==> config.mk <==
export PLATFORM = sky130hd
export DESIGN_NAME = ifu_fetch
export DESIGN_NICKNAME = d
export VERILOG_FILES = /design/src/rtl/ifu_fetch.sv
export SDC_FILE = /design/constraint.sdc
export NUM_CORES = 1
export LEC_CHECK = 0
export ABC_CLOCK_PERIOD_IN_PS = 8600
export CAP_MARGIN = 20
export CORE_UTILIZATION = 46
export DETAILED_ROUTE_END_ITERATION = 7
export PLACE_DENSITY = 0.82
export SYNTH_ARGS = -nofsm -noshare
export SYNTH_HDL_FRONTEND = slang
export SYNTH_SLANG_ARGS = --single-unit
export TNS_END_PERCENT = 50
==> constraint.sdc <==
create_clock -name clk -period 8.6 [get_ports clk]
set_input_delay 1.29 -clock clk [delete_from_list [all_inputs] [get_ports clk]]
set_output_delay 1.29 -clock clk [all_outputs]
set_load 0.01 [all_outputs]
==> src/rtl/ifu_fetch.sv <==
// Instruction fetch stage: owns the PC and issues one fetch at a time to instruction memory.
// Buffers returned words with their PC in a small FIFO that feeds decode.
module ifu_fetch #(
    parameter int                    ADDR_WIDTH = 32,
    parameter int                    INST_WIDTH = 32,
    parameter logic [ADDR_WIDTH-1:0] RESET_PC   = ADDR_WIDTH'(32'h8000_0000),
    parameter int                    BUF_DEPTH  = 2
) (
    input  logic                  clk,
    input  logic                  rst_n,
    output logic                  imem_req_valid_o,
    input  logic                  imem_req_ready_i,
    output logic [ADDR_WIDTH-1:0] imem_req_addr_o,
    input  logic                  imem_rsp_valid_i,
    input  logic [INST_WIDTH-1:0] imem_rsp_data_i,
    input  logic                  imem_rsp_err_i,
    input  logic                  redirect_valid_i,
    input  logic [ADDR_WIDTH-1:0] redirect_pc_i,
    output logic [INST_WIDTH-1:0] instr_idu_o,
    output logic [ADDR_WIDTH-1:0] pc_idu_o,
    output logic                  fetch_err_idu_o,
    output logic                  valid_idu_o,
    input  logic                  ready_idu_i
);

    localparam int PTR_W   = (BUF_DEPTH > 1) ? $clog2(BUF_DEPTH) : 1;
    localparam int CNT_W   = PTR_W + 1;
    localparam int ENTRY_W = ADDR_WIDTH + INST_WIDTH + 1;

    localparam logic [1:0] S_REQ  = 2'd0;
    localparam logic [1:0] S_WAIT = 2'd1;
    localparam logic [1:0] S_DROP = 2'd2;

    logic [1:0]            r_state;
    logic [1:0]            w_state_next;
    logic [ADDR_WIDTH-1:0] r_fetch_pc;
    logic [ADDR_WIDTH-1:0] r_req_pc;
    logic [PTR_W-1:0]      r_wr_ptr;
    logic [PTR_W-1:0]      r_rd_ptr;
    logic [CNT_W-1:0]      r_count;
    logic [ENTRY_W-1:0]    r_mem [BUF_DEPTH];

    logic                  w_full;
    logic                  w_req_valid;
    logic                  w_req_fire;
    logic                  w_push;
    logic                  w_out_valid;
    logic                  w_pop;
    logic [ADDR_WIDTH-1:0] w_redirect_pc;
    logic [ENTRY_W-1:0]    w_head;

    assign w_full        = (r_count == CNT_W'(BUF_DEPTH));
    assign w_req_valid   = rst_n && (r_state == S_REQ) && !w_full && !redirect_valid_i;
    assign w_req_fire    = w_req_valid && imem_req_ready_i;
    assign w_push        = (r_state == S_WAIT) && imem_rsp_valid_i && !redirect_valid_i;
    assign w_out_valid   = rst_n && (r_count != '0);
    assign w_pop         = w_out_valid && ready_idu_i && !redirect_valid_i;
    assign w_redirect_pc = redirect_pc_i & ~ADDR_WIDTH'(3);
    assign w_head        = r_mem[r_rd_ptr];

    // A response that coincides with a redirect is always the one we were waiting
    // for, so DROP is only needed when the old response is still to come.
    always_comb begin
        w_state_next = r_state;
        case (r_state)
            S_REQ:   if (w_req_fire) w_state_next = S_WAIT;
            S_WAIT: begin
                if (imem_rsp_valid_i)      w_state_next = S_REQ;
                else if (redirect_valid_i) w_state_next = S_DROP;
            end
            S_DROP:  if (imem_rsp_valid_i) w_state_next = S_REQ;
            default: w_state_next = S_REQ;
        endcase
    end

    always_ff @(posedge clk) begin
        if (!rst_n) begin
            r_state    <= S_REQ;
            r_fetch_pc <= RESET_PC;
            r_req_pc   <= '0;
            r_wr_ptr   <= '0;
            r_rd_ptr   <= '0;
            r_count    <= '0;
        end else begin
            r_state <= w_state_next;
            if (w_req_fire) r_req_pc <= r_fetch_pc;

            if (redirect_valid_i)  r_fetch_pc <= w_redirect_pc;
            else if (w_req_fire)   r_fetch_pc <= r_fetch_pc + ADDR_WIDTH'(4);

            if (redirect_valid_i) begin
                r_wr_ptr <= '0;
                r_rd_ptr <= '0;
                r_count  <= '0;
            end else begin
                if (w_push) r_wr_ptr <= r_wr_ptr + PTR_W'(1);
                if (w_pop)  r_rd_ptr <= r_rd_ptr + PTR_W'(1);
                case ({w_push, w_pop})
                    2'b10:   r_count <= r_count + CNT_W'(1);
                    2'b01:   r_count <= r_count - CNT_W'(1);
                    default: r_count <= r_count;
                endcase
            end
        end
    end

    // Storage is not reset; entries are only observed once count marks them valid.
    always_ff @(posedge clk) begin
        if (rst_n && w_push)
            r_mem[r_wr_ptr] <= {r_req_pc, imem_rsp_data_i, imem_rsp_err_i};
    end

    assign imem_req_valid_o = w_req_valid;
    assign imem_req_addr_o  = rst_n ? r_fetch_pc : '0;
    assign valid_idu_o      = w_out_valid;
    assign pc_idu_o         = w_out_valid ? w_head[ENTRY_W-1 -: ADDR_WIDTH] : '0;
    assign instr_idu_o      = w_out_valid ? w_head[INST_WIDTH:1] : '0;
    assign fetch_err_idu_o  = w_out_valid ? w_head[0] : 1'b0;

endmodule

### Yosys cells after proc, flatten, opt, wreduce, memory -nomap -nowiden

Memories as Yosys holds them, arrays and structs flattened. A register that Yosys moved wholly into a read port is not among the register bits.
Index checks and enable logic that the tools add are counted.

| word-level totals | value |
|---|---|
| bits in latches | 0 |
| bits in read-only memories | 0 |
| logic and storage cells | 56 |
| RAM bits | 130 |
| memories | 1 |
| register bits after elaboration | 70 |
| bits of input ports | 71 |

| cells by class | value |
|---|---|
| eq/ne operators | 8 |
| muxes and demuxes | 16 |
| divide/modulo/power cells | 0 |
| shift operators | 0 |
| $mul | 0 |
| bitwise operators | 1 |
| magnitude comparators | 0 |
| reduce and logical (&&, ||, !) cells | 18 |
| add/sub/neg operators | 5 |

Memories:

| memory | depth | width | rd ports | clocked after memory_dff | wr ports | line | source |
|---|---|---|---|---|---|---|---|
| r_mem | 2 | 65 | 1 | 1 | 1 | 41 | `logic [ENTRY_W-1:0] r_mem [BUF_DEPTH];` |

Operators with widths:

| cell | number |
|---|---|
| $mux W32 | 5 |
| $add A32 B3 Y32 const B | 1 |
| $logic_and A1 B1 Y1 | 10 |
| $mux W2 | 4 |
| $eq A2 B2 Y1 const B | 3 |
| $pmux W2 S3 | 1 |
| $reduce_bool A2 Y1 | 3 |
| $mux W1 | 5 |
| $eq A2 B1 Y1 const B | 2 |
| $ne A2 B2 Y1 const B | 2 |
| $pmux W2 S2 | 1 |
| $ne A3 B3 Y1 const B | 1 |
| $reduce_and A3 Y1 | 1 |
| $add A1 B1 Y1 const B | 2 |
| $add A2 B1 Y2 const B | 1 |
| $logic_not A1 Y1 | 2 |
| $logic_not A2 Y1 | 1 |
| $reduce_or A2 Y1 | 1 |
| $sub A2 B1 Y2 const B | 1 |
| $not A1 Y1 | 1 |

### Longest topological paths before layout

| depth | value |
|---|---|
| depth in word-level cells | 7 |
| gate-level depth with buffers | 8 |
| gate-level depth less buffers | 7 |

### Worst setup path after synthesis

Ideal clock, no wire load.

| timing path | value |
|---|---|
| path kind | input port to flip-flop |
| start | input port redirect_valid_i |
| end | memory r_mem[1][0] (netlist bit), enable pin |
| slack | -0.009 ns |
| required time | 7.939 ns |
| path buffers | 0 |
| arrival | 7.948 ns |
| stages on the path | 3 |
| cells stage by stage | inv_1 > nand2_1 > nor4b_1 |

| on the way | value |
|---|---|
| longest elaborated chain between the ends | 5 |

RTL lines:

| what | line | source |
|---|---|---|
| from (decl) | 17 | `input logic redirect_valid_i,` |
| $logic_not A1 Y1 | 55 | `assign w_push = (r_state == S_WAIT) && imem_rsp_valid_i && !redirect_valid_i;` |
| $logic_and A1 B1 Y1 | 55 |  |
| $logic_and A1 B1 Y1 | 109 | `if (rst_n && w_push)` |
| $mux W1 | 109 |  |
| $mux W1 (implied by the code) | 110 | `r_mem[r_wr_ptr] <= {r_req_pc, imem_rsp_data_i, imem_rsp_err_i};` |
| to (decl) | 41 |  |

No other way between the ends.

### Final worst setup path

| timing path | value |
|---|---|
| start | input port rst_n |
| end | output port imem_req_addr_o[11] |

| on the way | value |
|---|---|
| longest elaborated chain between the ends | 1 |

RTL lines:

| what | line | source |
|---|---|---|
| from (decl) | 10 | `input logic rst_n,` |
| $mux W32 | 114 | `assign imem_req_addr_o = rst_n ? r_fetch_pc : '0;` |
| to (decl) | 13 | `output logic [ADDR_WIDTH-1:0] imem_req_addr_o,` |

No other way between the ends.

==> impl_metrics.env <==
export IMPL_rows=48
export IMPL_reg2reg_slack_ps=6440
export IMPL_crit_path_start_kind="input pin"
export IMPL_dominantRegCellSynth="edfxtp_1"
export IMPL_cap_viol_max_count=0
export IMPL_antennaDiodeCount=0
export IMPL_track_usage_pct=19.7
export IMPL_routed_wl_um=17500
export IMPL_htreeDepth=4
export IMPL_grt_max_degree=65
export IMPL_maxSlewViolCount=0
export IMPL_grt_pass1_wl_um=27300
export IMPL_worstMarginPinSlew_ps=1030
export IMPL_cp_end_kind="primary output"
export IMPL_async_flop_share_pct=0
export IMPL_die_h_um=135
export IMPL_startpoint="rst_n"
export IMPL_use_met1_pct=26.4
export IMPL_cts_tree="built"
export IMPL_antenna_found_initial=0
export IMPL_tns_ps=0
export IMPL_timing_rr_start="r_state[1]"
export IMPL_synth_top_family_by_area="simple AND/OR/NAND/NOR gates"
export IMPL_clk_path_buf_depth=2
export IMPL_rsz0062_at_grt="no"
export IMPL_die_area_um2=18100
export IMPL_power_mw=1.90
export IMPL_r2r_cells=5
export IMPL_combPwrFrac_pct=5.9
export IMPL_cts_hold_buffers=0
export IMPL_yosys_register_bits=193
export IMPL_first_iter_violations=457
export IMPL_clock_latency_ps=420
export IMPL_globalRouteMet3Util_pct=4.24
export IMPL_p_int_mw=1.50
export IMPL_relSlewSlack_pct=31.2
export IMPL_clk_pin_slew_ps=60
export IMPL_status="finished clean"
export IMPL_die_w_um=135
export IMPL_netSwitchingFraction_pct=21.2
export IMPL_worstSetupPathType="in2out"
export IMPL_synthAdderAreaFrac_pct=0.310
export IMPL_port_buffers=163
export IMPL_r2r_end="r_fetch_pc[31]"
export IMPL_finalCritPeriodShare_pct=62.0
export IMPL_start_util_pct=46.9
export IMPL_power_leakage_nw=3.41
export IMPL_cts_sinks=193
export IMPL_dp_slack_ps=3250
export IMPL_cts_resized=0
export IMPL_post_route_worst_setup_slack_ps=3260
export IMPL_hold_path_class="reg2reg"
export IMPL_crit_end="imem_req_addr_o[11]"
export IMPL_post_cts_setup_buffer_count=0
export IMPL_multi_input_area_um2=2740
export IMPL_final_util_pct=60.7
export IMPL_worstHoldPathCells=0
export IMPL_coreArea_um2=17200
export IMPL_synth_top_area_cell="edfxtp_1"
export IMPL_synth_compound_area_share_pct=6.43
export IMPL_fin_worst_skew_ps=10.6
export IMPL_setup_violations=0
export IMPL_final_cell_mix="clkdlybuf4s50_1, edfxtp_1, nor2_1, nand2_1, dfxtp_1"
export IMPL_path_max_fanout=31
export IMPL_final_hold_viol_count=0
export IMPL_max_freq_ghz=0.187
export IMPL_synthesis_area_um2=8080
export IMPL_stdcell_count=1078
export IMPL_area_growth_pct=29.6
export IMPL_power_frac_seq_pct=53.6
export IMPL_busiest_layer="met2"
export IMPL_wl_per_cell_um=16.3
export IMPL_synth_cells=693
export IMPL_syn_area_per_cell_um2=11.7
export IMPL_synth_area_leaders="edfxtp_1, dfxtp_1, mux2i_1, nor2_1, nand2_1"
export IMPL_ir_worst_vdd_mv=0.140
export IMPL_root_buffer="clkbuf_16"
export IMPL_p_per_area_nw_per_um2=181
export IMPL_drc=0
export IMPL_regArea_um2=5130
export IMPL_dp_cells=1046
export IMPL_overflow=0
export IMPL_drt_pass1_iter_count=6
export IMPL_crit_required_ps=7310
export IMPL_fill_cells=1387
export IMPL_p_switching_mw=0.402
export IMPL_yosysTopAreaCellShare_pct=46.8
export IMPL_synth_seq_area_share_pct=63.5
export IMPL_synth_xor_area_share_pct=2.82
export IMPL_synthSimpleGateAreaFrac_pct=15.7
export IMPL_hpwl_um=11500
export IMPL_gp_congestion=0.834
export IMPL_layout_commonest_cell="clkdlybuf4s50_1"
export IMPL_nets=913
export IMPL_ys_types=51
export IMPL_ys_warn_count=0
export IMPL_clkPwrFrac_pct=40.5
export IMPL_ios=170
export IMPL_cts_made_buffers=17
export IMPL_grt_pass1_vias=5295
export IMPL_drtAntennaViolNets=0
export IMPL_vias_per_cell=5.26
export IMPL_synth_edf_count=126
export IMPL_final_layout_size_suffix_gt1_share_pct=6.68
export IMPL_fin_crit_ps=5340
export IMPL_synth_area_mux_share_pct=8.06
export IMPL_cp_arrival_ps=4050
export IMPL_vias=5673
export IMPL_met2_usage_pct=31.7
==> state kept, by name, summed over array words and instances (netlist names), named ones only <==
| register | flops |
|---|---|
| r_mem | 126 |
| r_count | 2 |
| r_state | 2 |
| r_rd_ptr | 1 |
| r_req_pc | 30 |
| r_fetch_pc | 30 |
| r_wr_ptr | 1 |
==> stage by stage <==
stage	cell area, um^2	hold WS (ps)
floorplan	8090	425
global placement	9880	432
finish	10500	447
global route	10500	466
detailed placement	9880	438
CTS	10500	452
==> final cells by class <==
type                    instances  area share (%)
clock buffers                  22            4.67
flip-flops and latches        193            49.0
multi-input cells             446            26.1
repair buffers                172            16.2
inverters                      10           0.359
well taps                     225            2.69
clock inverters                10           0.932
==> worst min path at each step <==
| stage | from | endpoint | slack (ps) |
|---|---|---|---|
| CTS | r_req_pc[13] | r_mem[0][46] | 450 |
| finish | r_req_pc[13] | r_mem[0][46] | 450 |
| global route | r_req_pc[13] | r_mem[1][46] | 470 |
| detailed placement | r_req_pc[13] | r_mem[0][46] | 440 |
| global placement | r_req_pc[13] | r_mem[0][46] | 430 |
| floorplan | r_req_pc[2] | r_mem[0][35] | 430 |
==> power groups by stage <==
stage / clock (mW) / sequential (mW) / combinational [mW]
floorplan: 0 / 1.03 / 0.0563
CTS: 0.781 / 1.02 / 0.112
global route: 0.818 / 1.02 / 0.121
global placement: 0 / 1.04 / 0.109
detailed placement: 0 / 1.04 / 0.111
finish: 0.768 / 1.02 / 0.112
==> synthesized netlist by cell type, types with 3 or more instances <==
| library cell | n |
|---|---|
| a211oi_1 | 5 |
| o21ai_0 | 15 |
| buf_4 | 5 |
| nand2_1 | 83 |
| o21ai_1 | 4 |
| inv_1 | 10 |
| nand3_1 | 13 |
| dfxtp_1 | 67 |
| nor4_1 | 5 |
| clkbuf_1 | 26 |
| buf_2 | 9 |
| nor3_1 | 6 |
| and2_1 | 29 |
| nor2_1 | 86 |
| a31oi_1 | 5 |
| xnor2_1 | 7 |
| buf_1 | 5 |
| mux2i_1 | 65 |
| o22ai_1 | 3 |
| a21oi_1 | 43 |
| xor2_1 | 19 |
| nand4_1 | 17 |
| edfxtp_1 | 126 |
| a2bb2oi_1 | 3 |
==> critical path, stage by stage <==
cell and delay (ps):
clkdlybuf4s50_1 880, buf_4 380, inv_1 410, buf_4 370
nor2_1 140, clkdlybuf4s50_1 560
==> routing by layer <==
| layer | share of wire, % | vias up |
|---|---|---|
| met1 | 45 | 2709 |
| met4 | 1.3 | 0 |
| met5 | 0 | - |
| met2 | 48 | 191 |
| li1 | - | 2753 |
| met3 | 5.9 | 20 |
==> cell families after synthesis <==
| kind of cell | count (synthesis) |
|---|---|
| muxes | 65 |
| adders and majority gates | 2 |
| DFF | 193 |
| buffers and inverters | 57 |
| and+or+nand+nor | 261 |
| AOI/OAI and AO/OA | 88 |
| xor gates and xnor gates | 26 |
| other | 1 |
Power figures use the tool's default switching activity.
